`config.mk`:
```
export PLATFORM = sky130hd
export DESIGN_NAME = hazard_ctrl_flat
export DESIGN_NICKNAME = d
export VERILOG_FILES = /design/src/rtl/hazard_if.sv /design/src/rtl/hazard_ctrl.sv /design/src/flat_wrapper.sv
export SDC_FILE = /design/constraint.sdc
export NUM_CORES = 1
export LEC_CHECK = 0
export CAP_MARGIN = 20
export CORE_UTILIZATION = 37
export DETAILED_ROUTE_END_ITERATION = 10
export GPL_TIMING_DRIVEN = 0
export HOLD_SLACK_MARGIN = 0.02
export PLACE_DENSITY = 0.8
export SYNTH_ARGS = -nofsm -noshare
export SYNTH_HDL_FRONTEND = slang
export SYNTH_SLANG_ARGS = --single-unit
```
`constraint.sdc`:
```
create_clock -name clk -period 2.5 [get_ports clk]
set_clock_uncertainty 0.15 [all_clocks]
set_input_delay 0.5 -clock clk [delete_from_list [all_inputs] [get_ports clk]]
set_output_delay 0.5 -clock clk [all_outputs]
set_load 0.02 [all_outputs]
```
`src/rtl/hazard_if.sv`:
```
// Signal bundle between the pipeline datapath and the hazard controller.
// The datapath side drives hazard inputs; the controller returns stall/flush.
interface hazard_if;
    logic       BranchD;
    logic       JrD;
    logic       PCSrcD;
    logic [4:0] RsD;
    logic [4:0] RtD;
    logic [4:0] RsE;
    logic [4:0] RtE;
    logic       RegWriteE;
    logic       MemtoRegE;
    logic [4:0] WriteRegE;
    logic       MemtoRegM;
    logic [4:0] WriteRegM;
    logic       ICacheStall;
    logic       DCacheStall;
    logic       StallF;
    logic       StallD;
    logic       StallE;
    logic       StallM;
    logic       StallW;
    logic       FlushD;
    logic       FlushE;
    logic       MemWait;
    logic       Timeout;

    modport master (
        output BranchD, JrD, PCSrcD, RsD, RtD, RsE, RtE,
        output RegWriteE, MemtoRegE, WriteRegE,
        output MemtoRegM, WriteRegM, ICacheStall, DCacheStall,
        input  StallF, StallD, StallE, StallM, StallW,
        input  FlushD, FlushE, MemWait, Timeout
    );

    modport slave (
        input  BranchD, JrD, PCSrcD, RsD, RtD, RsE, RtE,
        input  RegWriteE, MemtoRegE, WriteRegE,
        input  MemtoRegM, WriteRegM, ICacheStall, DCacheStall,
        output StallF, StallD, StallE, StallM, StallW,
        output FlushD, FlushE, MemWait, Timeout
    );
endinterface

```
`src/rtl/hazard_ctrl.sv`:
```
// Stall/flush sequencing for the 5-stage core, with cache-miss freeze.
// Optional HAZARD_PERF_EN adds stall and flush performance counters.
module hazard_ctrl #(
    parameter int MAX_WAIT = 64,
    parameter int CNT_W    = 7
) (
    input  logic        clk,
    input  logic        rst_n,
`ifdef HAZARD_PERF_EN
    output logic [31:0] PerfStallCnt,
    output logic [31:0] PerfFlushCnt,
`endif
    hazard_if.slave     bus
);

    typedef enum logic {S_RUN, S_WAIT} state_t;

    state_t             state;
    state_t             next_state;
    logic [CNT_W-1:0]   wait_cnt;
    logic               timeout_q;

    logic rs_e, rt_e, rs_m, rt_m;
    logic lduse, brhaz, hz, mstall;

    logic stall_f, stall_d, stall_e, stall_m, stall_w;
    logic flush_d, flush_e, mem_wait;

    // Execute-stage sources belong to the forwarding unit, not to us.
    wire unused_e = ^{bus.RsE, bus.RtE};

    assign rs_e = (bus.WriteRegE != 5'd0) && (bus.WriteRegE == bus.RsD);
    assign rt_e = (bus.WriteRegE != 5'd0) && (bus.WriteRegE == bus.RtD);
    assign rs_m = (bus.WriteRegM != 5'd0) && (bus.WriteRegM == bus.RsD);
    assign rt_m = (bus.WriteRegM != 5'd0) && (bus.WriteRegM == bus.RtD);

    assign lduse = bus.MemtoRegE & (rs_e | rt_e);

    // jr only reads rs; branches compare both operands.
    assign brhaz =
        (bus.BranchD & ((bus.RegWriteE & (rs_e | rt_e)) |
                        (bus.MemtoRegM & (rs_m | rt_m)))) |
        (bus.JrD     & ((bus.RegWriteE & rs_e) |
                        (bus.MemtoRegM & rs_m)));

    assign hz     = lduse | brhaz;
    assign mstall = bus.ICacheStall | bus.DCacheStall;

    // State register.
    always_ff @(posedge clk or negedge rst_n) begin
        if (!rst_n) state <= S_RUN;
        else        state <= next_state;
    end

    // Miss-duration counter; saturates so the timeout compare fires once.
    always_ff @(posedge clk or negedge rst_n) begin
        if (!rst_n) begin
            wait_cnt <= '0;
        end else if (state == S_WAIT && mstall) begin
            if (wait_cnt != CNT_W'(MAX_WAIT))
                wait_cnt <= wait_cnt + CNT_W'(1);
        end else begin
            wait_cnt <= '0;
        end
    end

    // Sticky timeout, cleared only by reset.
    always_ff @(posedge clk or negedge rst_n) begin
        if (!rst_n)
            timeout_q <= 1'b0;
        else if (state == S_WAIT && mstall &&
                 wait_cnt == CNT_W'(MAX_WAIT - 1))
            timeout_q <= 1'b1;
    end

    // Next state and stall/flush decode; freeze dominates hazards.
    always_comb begin
        next_state = state;
        stall_f    = 1'b0;
        stall_d    = 1'b0;
        stall_e    = 1'b0;
        stall_m    = 1'b0;
        stall_w    = 1'b0;
        flush_d    = 1'b0;
        flush_e    = 1'b0;
        mem_wait   = 1'b0;
        unique case (state)
            S_RUN: begin
                if (mstall) begin
                    next_state = S_WAIT;
                    stall_f    = 1'b1;
                    stall_d    = 1'b1;
                    stall_e    = 1'b1;
                    stall_m    = 1'b1;
                    stall_w    = 1'b1;
                end else begin
                    stall_f = hz;
                    stall_d = hz;
                    flush_e = hz;
                    flush_d = bus.PCSrcD & ~hz;
                end
            end
            S_WAIT: begin
                stall_f  = 1'b1;
                stall_d  = 1'b1;
                stall_e  = 1'b1;
                stall_m  = 1'b1;
                stall_w  = 1'b1;
                mem_wait = 1'b1;
                if (!mstall) next_state = S_RUN;
            end
            default: next_state = S_RUN;
        endcase
    end

    // Outputs are held low for as long as reset is asserted.
    assign bus.StallF  = stall_f   & rst_n;
    assign bus.StallD  = stall_d   & rst_n;
    assign bus.StallE  = stall_e   & rst_n;
    assign bus.StallM  = stall_m   & rst_n;
    assign bus.StallW  = stall_w   & rst_n;
    assign bus.FlushD  = flush_d   & rst_n;
    assign bus.FlushE  = flush_e   & rst_n;
    assign bus.MemWait = mem_wait  & rst_n;
    assign bus.Timeout = timeout_q & rst_n;

`ifdef HAZARD_PERF_EN
    // Stall and flush event counters, wrapping mod 2^32.
    always_ff @(posedge clk or negedge rst_n) begin
        if (!rst_n) begin
            PerfStallCnt <= 32'd0;
            PerfFlushCnt <= 32'd0;
        end else begin
            if (stall_f)
                PerfStallCnt <= PerfStallCnt + 32'd1;
            if (flush_d | flush_e)
                PerfFlushCnt <= PerfFlushCnt + 32'd1;
        end
    end
`endif

endmodule

```
`src/flat_wrapper.sv`:
```
// flat-port wrapper written by rule: the top's interface ports become plain ports
module hazard_ctrl_flat 
#(
    parameter int MAX_WAIT = 64,
    parameter int CNT_W    = 7
)
  (clk, rst_n, bus_BranchD, bus_JrD, bus_PCSrcD, bus_RsD, bus_RtD, bus_RsE, bus_RtE, bus_RegWriteE, bus_MemtoRegE, bus_WriteRegE, bus_MemtoRegM, bus_WriteRegM, bus_ICacheStall, bus_DCacheStall, bus_StallF, bus_StallD, bus_StallE, bus_StallM, bus_StallW, bus_FlushD, bus_FlushE, bus_MemWait, bus_Timeout);
  hazard_if bus_i ();
  input  logic clk;
  input  logic rst_n;
  input wire logic [$bits(bus_i.BranchD)-1:0] bus_BranchD;
  input wire logic [$bits(bus_i.JrD)-1:0] bus_JrD;
  input wire logic [$bits(bus_i.PCSrcD)-1:0] bus_PCSrcD;
  input wire logic [$bits(bus_i.RsD)-1:0] bus_RsD;
  input wire logic [$bits(bus_i.RtD)-1:0] bus_RtD;
  input wire logic [$bits(bus_i.RsE)-1:0] bus_RsE;
  input wire logic [$bits(bus_i.RtE)-1:0] bus_RtE;
  input wire logic [$bits(bus_i.RegWriteE)-1:0] bus_RegWriteE;
  input wire logic [$bits(bus_i.MemtoRegE)-1:0] bus_MemtoRegE;
  input wire logic [$bits(bus_i.WriteRegE)-1:0] bus_WriteRegE;
  input wire logic [$bits(bus_i.MemtoRegM)-1:0] bus_MemtoRegM;
  input wire logic [$bits(bus_i.WriteRegM)-1:0] bus_WriteRegM;
  input wire logic [$bits(bus_i.ICacheStall)-1:0] bus_ICacheStall;
  input wire logic [$bits(bus_i.DCacheStall)-1:0] bus_DCacheStall;
  output wire logic [$bits(bus_i.StallF)-1:0] bus_StallF;
  output wire logic [$bits(bus_i.StallD)-1:0] bus_StallD;
  output wire logic [$bits(bus_i.StallE)-1:0] bus_StallE;
  output wire logic [$bits(bus_i.StallM)-1:0] bus_StallM;
  output wire logic [$bits(bus_i.StallW)-1:0] bus_StallW;
  output wire logic [$bits(bus_i.FlushD)-1:0] bus_FlushD;
  output wire logic [$bits(bus_i.FlushE)-1:0] bus_FlushE;
  output wire logic [$bits(bus_i.MemWait)-1:0] bus_MemWait;
  output wire logic [$bits(bus_i.Timeout)-1:0] bus_Timeout;
  assign bus_i.BranchD = bus_BranchD;
  assign bus_i.JrD = bus_JrD;
  assign bus_i.PCSrcD = bus_PCSrcD;
  assign bus_i.RsD = bus_RsD;
  assign bus_i.RtD = bus_RtD;
  assign bus_i.RsE = bus_RsE;
  assign bus_i.RtE = bus_RtE;
  assign bus_i.RegWriteE = bus_RegWriteE;
  assign bus_i.MemtoRegE = bus_MemtoRegE;
  assign bus_i.WriteRegE = bus_WriteRegE;
  assign bus_i.MemtoRegM = bus_MemtoRegM;
  assign bus_i.WriteRegM = bus_WriteRegM;
  assign bus_i.ICacheStall = bus_ICacheStall;
  assign bus_i.DCacheStall = bus_DCacheStall;
  assign bus_StallF = bus_i.StallF;
  assign bus_StallD = bus_i.StallD;
  assign bus_StallE = bus_i.StallE;
  assign bus_StallM = bus_i.StallM;
  assign bus_StallW = bus_i.StallW;
  assign bus_FlushD = bus_i.FlushD;
  assign bus_FlushE = bus_i.FlushE;
  assign bus_MemWait = bus_i.MemWait;
  assign bus_Timeout = bus_i.Timeout;
  hazard_ctrl #(.MAX_WAIT(MAX_WAIT), .CNT_W(CNT_W)) u_core (.clk(clk), .rst_n(rst_n), .bus(bus_i));
endmodule
```
* Yosys cells after proc, flatten, opt, wreduce, memory -nomap -nowiden
Cells that the tools add are included.
** Word-level totals
- Bits in registers :: 9
- Input bits :: 40
- Word-level logic and storage cells :: 53
** Operators by class
- $add $sub $neg :: 1
- Equal/unequal tests :: 7
- Multiplexer cells :: 11
- Bitwise logic cells :: 23
- Reduce and logical (&&, ||, !) cells :: 8
** Operators by type and width (count)
- $eq 5x5->1 :: 4
- $and 1x1->1 :: 14
- $mux 7 :: 2
- $reduce_bool 5->1 :: 2
- $add 7x1->7 const B :: 1
- $eq 7x6->1 const B :: 1
- $mux 1 :: 7
- $ne 7x7->1 const B :: 1
- $or 1x1->1 :: 7
- $logic_and 1x1->1 :: 6
- $pmux 1 s2 :: 2
- $ne 2x2->1 const B :: 1
- $not 1->1 :: 2

* Logic depth before layout (Yosys ltp)
Gate-level depths: netlist (run 1).
- Word-level depth :: 13
- Depth in mapped cells :: 6
- Mapped depth without buffers :: 6

* Least setup slack after synthesis (run 1)
Ideal clock, no wire load.
- Path type :: input-to-output
- Start :: in bus_WriteRegM[0]
- End :: out bus_FlushD
- Arrival :: 2.128 ns
- Required time :: 1.850 ns
- Setup slack :: -0.278 ns
- Cell stages on the path :: 4
- Cells stage by stage :: or4_1 o21a_1 a31o_1 nor4_1
** On the way
- Longest elaborated chain between the ends :: 13
** Ends and longest elaborated chain
- from (decl) :: RTL line flat_wrapper.sv:22 : input wire logic [$bits(bus_i.WriteRegM)-1:0] bus_WriteRegM;
- $eq 5x5->1, or another cell as far along :: RTL line hazard_ctrl.sv:34 : assign rs_m = (bus.WriteRegM != 5'd0) && (bus.WriteRegM == bus.RsD);
- $logic_and 1x1->1 (on tied branches) :: RTL line hazard_ctrl.sv:34, hazard_ctrl.sv:35
- $or 1x1->1 :: RTL line hazard_ctrl.sv:42 : (bus.MemtoRegM & (rs_m | rt_m)))) |
- $and 1x1->1 :: RTL line hazard_ctrl.sv:42
- $or 1x1->1 :: RTL line hazard_ctrl.sv:41 : (bus.BranchD & ((bus.RegWriteE & (rs_e | rt_e)) |
- $and 1x1->1 :: RTL line hazard_ctrl.sv:41
- $or 1x1->1 * :: RTL line hazard_ctrl.sv:42
- $or 1x1->1 * :: RTL line hazard_ctrl.sv:46 : assign hz = lduse | brhaz;
- $not 1->1 * :: RTL line hazard_ctrl.sv:100 : flush_d = bus.PCSrcD & ~hz;
- $and 1x1->1 * :: RTL line hazard_ctrl.sv:100
- $mux 1 * :: RTL line hazard_ctrl.sv:89 : if (mstall) begin
- $mux 1 * :: RTL line hazard_ctrl.sv:87 : unique case (state)
- $and 1x1->1 * :: RTL line hazard_ctrl.sv:122 : assign bus.FlushD = flush_d & rst_n;
- to (decl) :: RTL line flat_wrapper.sv:30 : output wire logic [$bits(bus_i.FlushD)-1:0] bus_FlushD;
Every way passes the cells marked *; elsewhere a longest branch is shown, timed or not.

* Final worst setup path (run 1)
- Start :: in bus_WriteRegM[4]
- End :: out bus_StallF
** On the way
- Longest elaborated chain between the ends :: 11
** Ends and longest elaborated chain
- $eq 5x5->1, or another cell as far along :: RTL line hazard_ctrl.sv:34
- $logic_and 1x1->1 (on tied branches) :: RTL line hazard_ctrl.sv:34, hazard_ctrl.sv:35
- $or 1x1->1 :: RTL line hazard_ctrl.sv:42
- $and 1x1->1 :: RTL line hazard_ctrl.sv:42
- $or 1x1->1 :: RTL line hazard_ctrl.sv:41
- $and 1x1->1 :: RTL line hazard_ctrl.sv:41
- $or 1x1->1 * :: RTL line hazard_ctrl.sv:42
- $or 1x1->1 * :: RTL line hazard_ctrl.sv:46
- $mux 1 * :: RTL line hazard_ctrl.sv:89
- $pmux 1 s2 * :: RTL line hazard_ctrl.sv:87
- $and 1x1->1 * :: RTL line hazard_ctrl.sv:117 : assign bus.StallF = stall_f & rst_n;
- to (decl) :: RTL line flat_wrapper.sv:25 : output wire logic [$bits(bus_i.StallF)-1:0] bus_StallF;
Marked as above.

==> results of run 1 <==
[cells in the mapped netlist]
cell      number  share of area
a21o_1         1         0.0092
xor2_1        10           0.11
inv_1          4          0.018
nor4_1         2          0.015
nand2_1        3          0.014
ha_1           2          0.031
a211o_1        1          0.011
o311a_1        1          0.012
dfrtp_1        9           0.28
a21oi_1        2          0.012
a311oi_1       1          0.011
o211ai_2       1          0.015
o211ai_1       1         0.0092
o211a_1        1          0.012
nand3_1        9          0.055
o21a_1         1         0.0092
mux2_2         1          0.014
or4_4          1          0.014
or2_2          2          0.015
or4_1          1         0.0092
buf_4          3          0.028
a31oi_1        1         0.0077
nor3_1         4          0.025
and3_1         2          0.015
and2_1         2          0.015
nor2_1        12          0.055
xnor2_1       15           0.16
a211oi_1       1         0.0092
a31o_1         1          0.011
[per-layer routing]
layer,global-route usage,share of wire,routed length [microns],vias to the layer above
li1,-,-,-,424
met2,0.398,0.59,1260,28
met4,0.0588,0.0080,17,0
met3,0.0280,0.032,68,2
met5,0,0,0,-
met1,0.187,0.37,783,385
[critical path: cells and delay by family]
kind                   cells  cell delay (ps)
buffers and inverters      3              340
AOI/OAI and AO/OA          3              730
and+or+nand+nor            1              520
[final timing paths]
kind	start	to
worst max-delay path	bus_WriteRegM[4]	bus_StallF
worst min-delay path	rst_n	u_core.wait_cnt[4]
worst max register to register	u_core.wait_cnt[3]	u_core.wait_cnt[2]
worst min register to register	u_core.timeout_q	u_core.timeout_q
max in group asynchronous	rst_n	u_core.state
min in group clk	u_core.timeout_q	u_core.timeout_q
[stage by stage]
stage | hold slack [ps] | util | instance area (sq um) | power, mW | instances
2_1_floorplan | 54.4 | - | 853 | 0.248 | 95
3_3_place_gp | 286 | 0.627 | 1270 | 0.331 | 160
3_5_place_dp | 293 | 0.627 | 1270 | 0.337 | 160
4_1_cts | 62.4 | 0.666 | 1350 | 0.455 | 168
5_1_grt | 74.3 | 0.668 | 1350 | 0.478 | 169
6_report | 60.3 | 0.668 | 1350 | 0.450 | 169
[flip-flops by register name, summed over array words and instances, names as in the netlist]
name / count
u_core.state: 1
u_core.wait_cnt: 7
u_core.timeout_q: 1
[repair_timing]
action	CTS	global route
buffers inserted	4	1
setup endpoints to repair	9	6
pin swaps	16	6
gates resized for setup	89	5
[layout make-up]
class,count,share of cell area
Multi-Input combinational cell,79,0.469
Timing Repair Buffer,43,0.289
Sequential cell,9,0.167
Tap cell,27,0.0250
Clock buffer,4,0.0195
Buffer,3,0.0195
Inverter,4,0.0111
[logic make-up after synthesis]
kind of cell	Yosys count
adder cells (fa/ha/maj)	2
AO/OA/AOI/OAI	13
AND/OR/NAND/NOR	38
flip-flops	9
buffers and inverters	7
multiplexers	1
XOR/XNOR	25
[report_power, final]
part,internal (mW),switching [mW],total [mW]
Clock,0.0615,0.0502,0.112
Combinational,0.0923,0.0803,0.173
Sequential,0.154,0.0113,0.166
==> summary.txt, run 1 <==
Run status
  • Status: complete, but fails checks
  • Violated checks: negative setup slack

Critical path
  • Worst Path Required: 1850 ps
  • Crit path launch type: primary input
  • Crit path capture type: output port
  • Critical path type: primary input to output port
  • Crit path largest cell delay: 520 ps
  • CP Cell Sequence: buf_8, or4_1, o21a_1, a311oi_2, a31oi_4, buf_6, buf_6
  • Critical Path Most Common Cell: buf_6
  • Worst r2r path cells: 5
  • Worst R2R Setup Slack: 1000 ps
  • Slowest-stage cell, CP: or4_1
  • Crit path max fanout: 4
  • Data arrival time of the critical path: 2090 ps

Timing
  • Number of setup violations in the final report: 4
  • RSZ-0062 raised after global routing: true
  • Achievable Freq: 365 MHz
  • Setup TNS Final: -814 ps
  • Slew margin rel.: 0.794
  • Fin crit share: 1.10
  • Slew @ Worst Pin: 309 ps
  • Clock period minus final worst setup slack: 2740 ps
  • Fin. Hold Viols: 0
  • Max Slew Vio Count: 0
  • Final WS setup: -239 ps

Clock network
  • # clock sinks: 9
  • Clk_lat worst skew: 260 ps
  • CTS clk-pin slew, worst paths: ~60 ps
  • CTS root buf: clkbuf_4
  • Max Root-Sink Buffers: 2
  • Hold-fix buffers, CTS: 0
  • CTS tree: yes
  • CTS HTree Levels: 1
  • Total CTS buffers: 3

Logic synthesis
  • Seq/Total Area, Yosys: 0.277
  • Syn_area_per_cell: around 8.6 sq um
  • Post-Synth Simple-Gate Area: 0.234
  • Mapped Area: approximately 810 sq um
  • Post-synthesis adder-cell area fraction: 0.0308
  • Post-synthesis mux area share: 0.0138
  • Main combinational cell family by area after synthesis: XOR/XNOR gates
  • #FFs+latches synth: 9
  • Gate Count Post-Synth: 95
  • Synth cell types: 29
  • Synth Area in Compound Gates: 0.129
  • Ys Warns: 0
  • Synth Area in XOR/XNOR: 0.269
  • Net Count, Synth: about 140

Drt
  • Via density: slightly below 5
  • Starting DRT DRC Count: 2
  • Number of remaining DRC errors: 0
  • Drt total wl: 2.13 mm
  • TritonRoute pass-1 iters: 3
  • Vias: 839
  • Routed length per instance: ~13 microns
  • Post-route ant nets: 0

Finish
  • Multi-input logic area: 633 sq um
  • Most frequent cells in the layout: xnor2_1, clkdlybuf4s50_1, nor2_1, dlygate4sd2_1, xor2_1
  • Share of layout cells above drive strength 1: 0.275
  • Most common cell after layout, fill and taps aside: xnor2_1
  • FF/Latch Area: 225 sq um
  • # diodes: 0
  • P&R area growth vs syn: 66.0%
  • Fill cells: 174
  • Nets: roughly 190

Min path
  • Worst min path class: primary input to asynchronous set/reset pin

Global route
  • GRT Resource Usage Total: 0.191
  • Antenna violations before repair: 0
  • Total gr overflow: 0
  • Largest net degree at the start of global routing: 15
  • First-pass GRT wire length: approximately 3.5 mm
  • Vias in the first global route: approximately 850

Die
  • Die area: 2390 sq um
  • Die H: 48.9 microns
  • Core region area: 2020 sq um
  • Die Wd: 48.9 microns
  • Number of I/O pins: 49
  • Standard-cell rows: 16
  • Initial core utilization: 0.402

Place
  • Post-DP HPWL: 1.70 mm
  • Setup slack at placement: -1110 ps
  • I/O Buffers: 38
  • GPL Wtd Cong: ~0.78

Power and ir drop
  • Max VDD drop: 0.229 mV
  • Leakage: 0.597 nW
  • Pwr Density: about 330 nW/um^2

Flow run
  • Max-Cap Viols: 0
No activity file was read; power rests on OpenSTA's default activity.
==> inputs of run 2 (changes only) <==
- CORE_ASPECT_RATIO: not set -> 0.8
==> summary.txt, run 2 (synthesis gave the netlist of run 1 again) <==
Finish
  • # diodes: 0 (unchanged)
  • Max reg flops: 7 (unchanged)
  • Finished Cell Area: 1410 sq um (+4.3%)
  • Finished Layout Cells: 168 (-0.59%)
  • Layout Utilization: 0.711 (+0.0434)
  • Share of layout cells above drive strength 1: 0.361 (+0.0865)
  • Most common cell after layout, fill and taps aside: xnor2_1
  • Most frequent cells in the layout: xnor2_1, nor2_1, buf_4
  • Largest regs: u_core.wait_cnt: 7 flops, u_core.state: 1 flops, u_core.timeout_q: 1 flops
  • Nets: 187 (+1.1%)
  • Reg with most FFs: u_core.wait_cnt
  • P&R area growth vs syn: 73.1%

Clock network
  • # clock sinks: 9 (unchanged)
  • CTS tree: yes
  • CTS clk-pin slew, worst paths: 60 ps (about the same)
  • CTS root buf: clkbuf_4
  • Total CTS buffers: 3 (unchanged)
  • Max Root-Sink Buffers: 2 (unchanged)
  • Hold-fix buffers, CTS: 0 (unchanged)
  • CTS HTree Levels: 1 (unchanged)
  • Clk_lat worst skew: 260 ps (about the same)

Drt
  • Starting DRT DRC Count: 34 (+32)
  • Number of remaining DRC errors: 0 (unchanged)
  • TritonRoute pass-1 iters: 4 (+1)
  • Routed length per instance: 15.2 microns (+21%)
  • Vias: 880 (+4.9%)
  • Post-route ant nets: 0 (unchanged)
  • Via density: 5.24 (+5.5%)
  • Drt total wl: 2.55 mm (+20%)

Die
  • Initial core utilization: 0.411 (+0.00864)
  • Die Wd: 54.4 microns (+11%)
  • Core region area: 1980 sq um (-2.1%)
  • Die H: 43.9 microns (-10%)
  • Die area: 2390 sq um (about the same)
  • Standard-cell rows: 14 (-2)
  • Number of I/O pins: 49 (unchanged)

Timing
  • Fin. Hold Viols: 0 (unchanged)
  • Slew margin rel.: 0.745 (-0.0485)
  • Max Slew Vio Count: 0 (unchanged)
  • Final WS setup: -203 ps (+36.3 ps)
  • WHS: 54.8 ps (-5.51 ps)
  • Achievable Freq: 370 MHz (+1.3%)
  • Setup TNS Final: -676 ps (+137 ps)
  • Number of setup violations in the final report: 4 (unchanged)
  • Fin crit share: 1.08 (-0.0145)
  • RSZ-0062 raised after global routing: true
  • Slew @ Worst Pin: 382 ps (+72.8 ps)
  • Clock period minus final worst setup slack: 2700 ps (-36.3 ps)

Global route
  • First-pass GRT wire length: 3.95 mm (+12%)
  • Antenna violations before repair: 0 (unchanged)
  • GRT Resource Usage Total: 0.234 (+0.0435)
  • Total gr overflow: 0 (unchanged)
  • Largest net degree at the start of global routing: 15 (unchanged)
  • Vias in the first global route: 869 (+2.6%)

Power and ir drop
  • Pwr Density: 336 nW/um^2 (+0.73%)
  • Leakage: 0.643 nW (+7.8%)
  • Total power: 0.473 mW (+5.0%)
  • Max VDD drop: 0.409 mV (+78%)

Critical path
  • Crit path largest cell delay: 550 ps (+30 ps)
  • Crit path to: bus_FlushE
  • Crit path launch type: primary input
  • RR Startpoint: u_core.wait_cnt[0]
  • Critical path type: primary input to output port
  • Worst Path Required: 1850 ps (about the same)
  • Crit path max fanout: 2 (-2)
  • Crit path capture type: output port
  • Worst r2r path cells: 6 (+1)
  • Worst R2R End: u_core.wait_cnt[2]
  • Slowest-stage cell, CP: or4_4
  • Worst R2R Setup Slack: 1010 ps (about the same)
  • CP Cell Sequence: buf_8, or4_4, o211ai_2, nor3_2, a31o_1, o311a_1, buf_6
  • Data arrival time of the critical path: 2050 ps (-40 ps)
  • Setup crit start: bus_WriteRegE[4]

Run status
  • Violated checks: negative setup slack
  • Status: complete, but fails checks

Flow run
  • Max-Cap Viols: 0 (unchanged)

Place
  • GPL Wtd Cong: 0.859 (+11%)
  • I/O Buffers: 38 (unchanged)
  • Cells after DPL: 157 (-1.9%)
  • DP Area: 1260 sq um (-0.30%)
  • Setup slack at placement: -1110 ps (+6.37 ps)
  • Post-DP HPWL: 1.91 mm (+13%)

Min path
  • Worst min path class: primary input to asynchronous set/reset pin
[run 2: cell types whose count changed in the layout (fill, tap and decap cells not counted), sizes merged]
cell,previous run,this run
clkdlybuf4s50,12,10
dlygate4sd2,11,10
dlymetal6s2s,0,2
clkbuf,6,5
buf,20,23
clkdlybuf4s15,1,2
[run 2: what timing repair did]
action,in CTS,in global routing
buffers inserted,3,4
gates resized for setup,91,15
setup endpoints to repair,9,6
hold endpoints to repair,0,0
pin swaps,19,13
cloned,0,0
[run 2: critical path: cells and delay by family]
kind | cells | cell delay, ps
simple gates | 2 | 630
buf+inv | 2 | 240
compound gates | 3 | 690
[run 2: final cells by class]
class,count,area (sq um)
flip-flops and latches,9,225
multi-input cells,79,687
fillers,145,572
clock buffers,4,26.3
repair buffers,45,398
well taps,24,30.0
inverters,4,15.0
plain buffers,3,26.3
[run 2: worst min path at each step]
| stage | start | endpoint | slack [ps] |
|---|---|---|---|
| floorplan | rst_n | u_core.state | 50 |
| global placement | u_core.timeout_q | u_core.timeout_q | 280 |
| detailed placement | u_core.timeout_q | u_core.timeout_q | 290 |
| CTS | rst_n | u_core.wait_cnt[0] | 60 |
| global route | rst_n | u_core.wait_cnt[0] | 90 |
| finish | rst_n | u_core.wait_cnt[1] | 50 |
[run 2: per-layer routing]
layer	track usage	share of wire
met3	0.0737	0.072
met5	0	0
met4	0.0564	0.0082
met2	0.349	0.46
met1	0.328	0.45
[run 2: where the power goes]
group	switching [mW]	total [mW]	internal, mW
registers	0.0115	0.166	0.154
logic	0.0933	0.192	0.0991
clock network	0.0526	0.114	0.0616
==> patch 1: new RTL, settings of run 1 <==
`CNT_W` is set to 7 in 2 places; all go to 14.
--- a/src/rtl/hazard_ctrl.sv
+++ b/src/rtl/hazard_ctrl.sv
@@ -2,7 +2,7 @@
 // Optional HAZARD_PERF_EN adds stall and flush performance counters.
 module hazard_ctrl #(
     parameter int MAX_WAIT = 64,
-    parameter int CNT_W    = 7
+    parameter int CNT_W    = 14
 ) (
     input  logic        clk,
     input  logic        rst_n,
--- a/src/flat_wrapper.sv
+++ b/src/flat_wrapper.sv
@@ -2,7 +2,7 @@
 module hazard_ctrl_flat 
 #(
     parameter int MAX_WAIT = 64,
-    parameter int CNT_W    = 7
+    parameter int CNT_W    = 14
 )
   (clk, rst_n, bus_BranchD, bus_JrD, bus_PCSrcD, bus_RsD, bus_RtD, bus_RsE, bus_RtE, bus_RegWriteE, bus_MemtoRegE, bus_WriteRegE, bus_MemtoRegM, bus_WriteRegM, bus_ICacheStall, bus_DCacheStall, bus_StallF, bus_StallD, bus_StallE, bus_StallM, bus_StallW, bus_FlushD, bus_FlushE, bus_MemWait, bus_Timeout);
   hazard_if bus_i ();
Check against the original RTL: same outputs for any inputs over 10 cycles, from zero or initial values and one cycle with rst_n low; that may be too few to reach the edited logic, so the function may still have changed.
==> patch 1 against run 1 <==
The run still ends with negative setup slack left; sequential share of layout area increased by 6.2 points; synthesized area rose by 44%; total power increased by 34%; first-iteration DRC count rose to 22 times the old value; sequential cell count grew 7; sequential power up 69%; maximum frequency increased by 0.37%; non-clock buffer count is 1 higher; wire length increased by 44%; cell area grew 30%; worst setup slack better by 10 ps; critical endpoint is now bus_FlushE; largest cell class unchanged; largest power group is now sequential cells.
==> patch 1: results (changes against run 1) <==
[clock_tree]
htreeDepth = 1  ; unchanged
path_clk_slew_ps = 80  ; +20 ps
clockBufferDepth = 2  ; unchanged
root_buffer = clkbuf_4
worstSkewPairLatency_ps = 290  ; +30 ps

[place]
place_area_um2 = 1650  ; +30%
portBuffers = 38  ; unchanged
globalplace.congestion = 0.825  ; +6.2%
hpwl_um = 2190  ; +29%

[grt]
grt_pass1_wl_um = 4920  ; +40%
grt_max_degree = 17  ; +2
grtUsageTotal_pct = 19.1  ; about the same
grt_use_met3_pct = 2.23  ; -0.57 points
grt_util_met1_pct = 19.7  ; +1.0 points
antenna_found_initial = 0  ; unchanged
use_met2_pct = 36.5  ; -3.4 points
busiest_layer = met2

[layout]
top_regs = u_core.wait_cnt: 14 flops, u_core.state: 1 flops, u_core.timeout_q: 1 flops
fin_nets = 222  ; +20%
antenna-diode-count = 0  ; unchanged
drive_gt1_share_pct = 23.6  ; -3.9 points
nFillCells = 289  ; +66%
largest_reg_flops = 14  ; +7

[logic_synthesis]
synth_nets = 175  ; +28%
yosys-mux-area-fraction_pct = 0.855  ; -0.53 points
ys_top_cells_by_count = nor2_1, xnor2_1, dfrtp_1
ys_types = 36  ; +24%
avgSynthCellArea_um2 = 8.81  ; +2.9%
synth_xor_area_share_pct = 23.2  ; -3.7 points
synth_warnings = 0  ; unchanged
synthAdderAreaFrac_pct = 2.14  ; -0.94 points
ys.flop_type = dfrtp_1
ys_seq_area_share_pct = 34.2  ; +6.5 points
synth_compound_area_share_pct = 10.0  ; -2.9 points
ys_top_cells_by_area = dfrtp_1, xnor2_1, xor2_1

[status]
status = finished, violations left
violations = negative setup slack

[route]
first_pass_iters = 4  ; +1
drt_iter0_drc = 43  ; +41
wire_per_inst_um = 13.8  ; +9.3%
vias = 1153  ; +37%
via_per_inst = 5.19  ; +4.6%

[timing]
setup_viol_count_final = 4  ; unchanged
layout_setup_ws_ps = -229  ; +10.2 ps
tightest_slew_ps = 694  ; +385 ps
tns_ps = -734  ; +79.4 ps
max_slew_margin_pct = 53.6  ; -26 points
fin_hold_ws_ps = 327  ; +267 ps

[critical_path]
worstPathArrival_ps = 2080
r2r_slack_ps = 490  ; -510 ps
crit_fanout = 2  ; -2
cpPeakStageDelay_ps = 530
slowest_stage = or4_4
path_delay_family = compound AO/OA/AOI/OAI gates

[power]
p_leak_nw = 0.777  ; +30%
irDropWorstVdd_mv = 0.125  ; -45%
internal_power_mw = 0.418  ; +36%

[min_path]
hold_path_class = reg2reg

[patch 1: cell type report]
class                   count  area, µm²  share of cell area [%]
multi-input cells         107        841                    48.0
flip-flops and latches     16        400                    22.9
repair buffers             42        379                    21.7
well taps                  44       55.1                    3.15
plain buffers               5       33.8                    1.93
clock buffers               3       22.5                    1.29
inverters                   5       18.8                    1.07
[patch 1: worst reg2reg max path, delay by kind of cell (launching register included)]
family / cells / cell delay (ps)
flip-flops: 1 / 420
multiplexers: 1 / 210
AND/OR/NAND/NOR: 4 / 1100
[patch 1: cell families after synthesis]
family	Yosys count
and+or+nand+nor	58
xor gates and xnor gates	31
DFF	16
AOI/OAI and AO/OA	15
buffers and inverters	10
adders and majority gates	2
muxes	1
[patch 1: final timing paths]
path / from / end / cells past startpoint
worst min register to register: u_core.timeout_q / u_core.timeout_q / 1
worst max-delay path: bus_WriteRegE[3] / bus_FlushE / 7
worst min-delay path: u_core.timeout_q / u_core.timeout_q / 1
worst max register to register: u_core.wait_cnt[10] / u_core.wait_cnt[1] / 5
min in group asynchronous: rst_n / u_core.wait_cnt[8] / 2
max in group asynchronous: rst_n / u_core.wait_cnt[0] / 2
[patch 1: power groups by stage]
stage | Combinational, mW | Clock [mW] | Sequential, mW
floorplan | 0.0852 | 0 | 0.282
global placement | 0.170 | 0 | 0.283
detailed placement | 0.176 | 0 | 0.285
CTS | 0.182 | 0.139 | 0.280
global route | 0.203 | 0.151 | 0.282
finish | 0.189 | 0.136 | 0.280
[patch 1: repair_timing]
item                                    4_1_cts  5_1_grt
cloned                                        0        0
hold buffers                                  1        0
pin swaps                                    16        7
gates resized for setup                      94       13
endpoints found under the setup margin        9        6
hold endpoints to repair                     16        0
setup buffers                                 3        0
[patch 1: layer usage]
layer | part of all wire [%] | up-vias | wire length [µm]
li1 | - | 552 | -
met1 | 39 | 549 | 1200
met2 | 53 | 42 | 1610
met3 | 4.2 | 10 | 127
met4 | 3.8 | 0 | 115
met5 | 0 | - | 0
[patch 1: per-stage QoR]
step / setup WS (ps) / util (%)
6_report: -229 / 57.8
3_5_place_dp: -1140 / 54.4
4_1_cts: -283 / 56.9
2_1_floorplan: -1.01 / -
5_1_grt: -276 / 57.8
3_3_place_gp: -1120 / 54.4
==> patch 2: new RTL, config.mk and constraints of run 1 <==
Without the edit above. Put a register stage on the output `bus.Timeout`, without a reset. The value now appears one clock later.
--- a/src/rtl/hazard_ctrl.sv
+++ b/src/rtl/hazard_ctrl.sv
@@ -122,7 +122,9 @@
     assign bus.FlushD  = flush_d   & rst_n;
     assign bus.FlushE  = flush_e   & rst_n;
     assign bus.MemWait = mem_wait  & rst_n;
-    assign bus.Timeout = timeout_q & rst_n;
+    always_ff @(posedge clk) begin
+        bus.Timeout <= timeout_q & rst_n;
+    end
 
 `ifdef HAZARD_PERF_EN
     // Stall and flush event counters, wrapping mod 2^32.
Check against the original RTL: same outputs for any inputs over 10 cycles, from zero or initial values and one cycle with rst_n low; that may be too few to reach the edited logic, so the function may still have changed.
==> patch 2 against run 1 <==
The run still ends with negative setup slack left; worst setup slack lost 2.5 ps; cell area is 9.9% higher; count of clock-buffer cells in the layout stayed put; maximum frequency hardly changed; synthesized area is 2.5% higher; register-to-register slack worse by 50 ps; sequential cell count is 1 higher; total power rose by 16%; wire length increased by 19%; critical endpoint is now bus_FlushE; largest power group unchanged; highest routed layer unchanged.
==> patch 2: results (changes against run 1) <==
[critical_path]
crit_fanout = 2  ; -2
r2r_slack_ps = 950  ; -50 ps
rr_endpoint = u_core.wait_cnt[2]
rr_startpoint = u_core.wait_cnt[5]
worstPathArrival_ps = 2090  ; about the same

[run]
drv_cap = 0  ; unchanged

[logic_synthesis]
ys.flop_type = dfrtp_1
synth_most_common_cell = xnor2_1
ys_async_sr_fraction_pct = 90.0  ; -10 points
synth_warnings = 0  ; unchanged
ys_types = 30  ; +3.4%
synth_nets = 138  ; +0.73%
ys_seq_area_share_pct = 29.4  ; +1.7 points
ys_top_cells_by_count = xnor2_1, nor2_1, xor2_1
ys_top_cells_by_area = dfrtp_1, xnor2_1, xor2_1

[grt]
grt_util_met1_pct = 18.7  ; about the same
busiest_layer = met2
use_met2_pct = 43.6  ; +3.8 points
grt_use_met3_pct = 1.23  ; -1.6 points
grtUsageTotal_pct = 20.2  ; +1.1 points
grt_pass1_wl_um = 3800  ; +8.1%
antenna_found_initial = 0  ; unchanged
grt_max_degree = 15  ; unchanged

[timing]
tightest_slew_ps = 331  ; +22.3 ps
layout_setup_ws_ps = -242  ; -2.48 ps
setup_viol_count_final = 4  ; unchanged
tns_ps = -723  ; +90.2 ps

[power]
p_sw_mw = 0.164  ; +15%
irDropWorstVdd_mv = 0.315  ; +37%
p_leak_nw = 0.685  ; +15%

[route]
first_pass_iters = 4  ; +1
wire_per_inst_um = 14.6  ; +16%
vias = 900  ; +7.3%
drc_errors = 0  ; unchanged
drt_iter0_drc = 9  ; +7

[clock_tree]
path_clk_slew_ps = 70
clockBufferDepth = 2  ; unchanged
worstSkewPairLatency_ps = 260  ; about the same
cts_buffers = 3  ; unchanged
htreeDepth = 1  ; unchanged
root_buffer = clkbuf_4

[layout]
largest_reg_flops = 7  ; unchanged
antenna-diode-count = 0  ; unchanged
regMostFlops = u_core.wait_cnt
fin_nets = 189  ; +2.2%
drive_gt1_share_pct = 39.0  ; +12 points

[place]
place_area_um2 = 1290  ; +1.6%
globalplace.congestion = 0.816  ; +5.0%
hpwl_um = 1830  ; +7.7%
portBuffers = 38  ; unchanged

[min_path]
hold_path_class = in2async

[status]
status = finished, violations left
violations = negative setup slack

[patch 2: logic make-up (layout without fill, tap and decap cells)]
| group | after synthesis | after routing | share of synthesized area [%] |
|---|---|---|---|
| muxes | 1 | 1 | 1.35 |
| and+or+nand+nor | 38 | 38 | 22.8 |
| DFF | 10 | 10 | 29.4 |
| xor gates and xnor gates | 25 | 25 | 26.3 |
| buffers and inverters | 7 | 57 | 4.50 |
| AOI/OAI and AO/OA | 13 | 13 | 12.6 |
| adders and majority gates | 2 | 2 | 3.00 |
[patch 2: repair_timing]
item	4_1_cts	5_1_grt
pin swaps	20	28
setup buffers	5	3
gates resized for setup	92	34
setup endpoints to repair	8	6
[patch 2: metrics by stage]
step           std cells  worst slack, ps  total power [mW]  hold WS [ps]  utilization [%]
2_1_floorplan         96            -1.01             0.265          54.4                -
3_3_place_gp         161            -1070             0.348           283             63.1
3_5_place_dp         161            -1120             0.357           303             63.1
4_1_cts              170             -250             0.504          66.2             68.4
5_1_grt              173             -276             0.547          76.0             72.7
6_report             173             -242             0.524          60.6             72.7
[patch 2: area by class of cell]
cell class / count / area, µm²
fillers: 144 / 558
repair buffers: 46 / 419
clock buffers: 4 / 36.3
multi-input cells: 79 / 708
well taps: 27 / 33.8
plain buffers: 3 / 26.3
flip-flops and latches: 10 / 245
inverters: 4 / 15.0
[patch 2: power groups by stage]
stage	Sequential, mW	Combinational (mW)	Clock [mW]
floorplan	0.181	0.0835	0
global placement	0.183	0.165	0
detailed placement	0.184	0.173	0
CTS	0.181	0.178	0.146
global route	0.183	0.214	0.150
finish	0.181	0.199	0.144
[patch 2: worst max-delay path by stage]
stage                startpoint          to  slack, ps  cells after the start
6_report       bus_WriteRegE[3]  bus_FlushE       -240                      7
5_1_grt        bus_WriteRegE[3]  bus_FlushE       -280                      7
4_1_cts        bus_WriteRegM[0]  bus_StallF       -250                      7
3_5_place_dp   bus_WriteRegE[1]  bus_FlushE      -1120                      7
3_3_place_gp   bus_WriteRegE[1]  bus_FlushE      -1070                      7
2_1_floorplan  bus_WriteRegM[0]  bus_FlushE         -1                      4
[patch 2: per-layer routing]
metal / up-vias / routed length, µm / share of wire (%)
met4: 0 / 88 / 3.5
met2: 49 / 1380 / 54
met3: 10 / 115 / 4.5
li1: 436 / - / -
met1: 405 / 951 / 38
met5: - / 0 / 0
[patch 2: worst max-delay path, cell delays in order]
cell      delay, ps
buf_8            90
or4_4           550
o211ai_4        190
nor3_4           70
a31o_1          210
o311a_1         330
buf_6           140
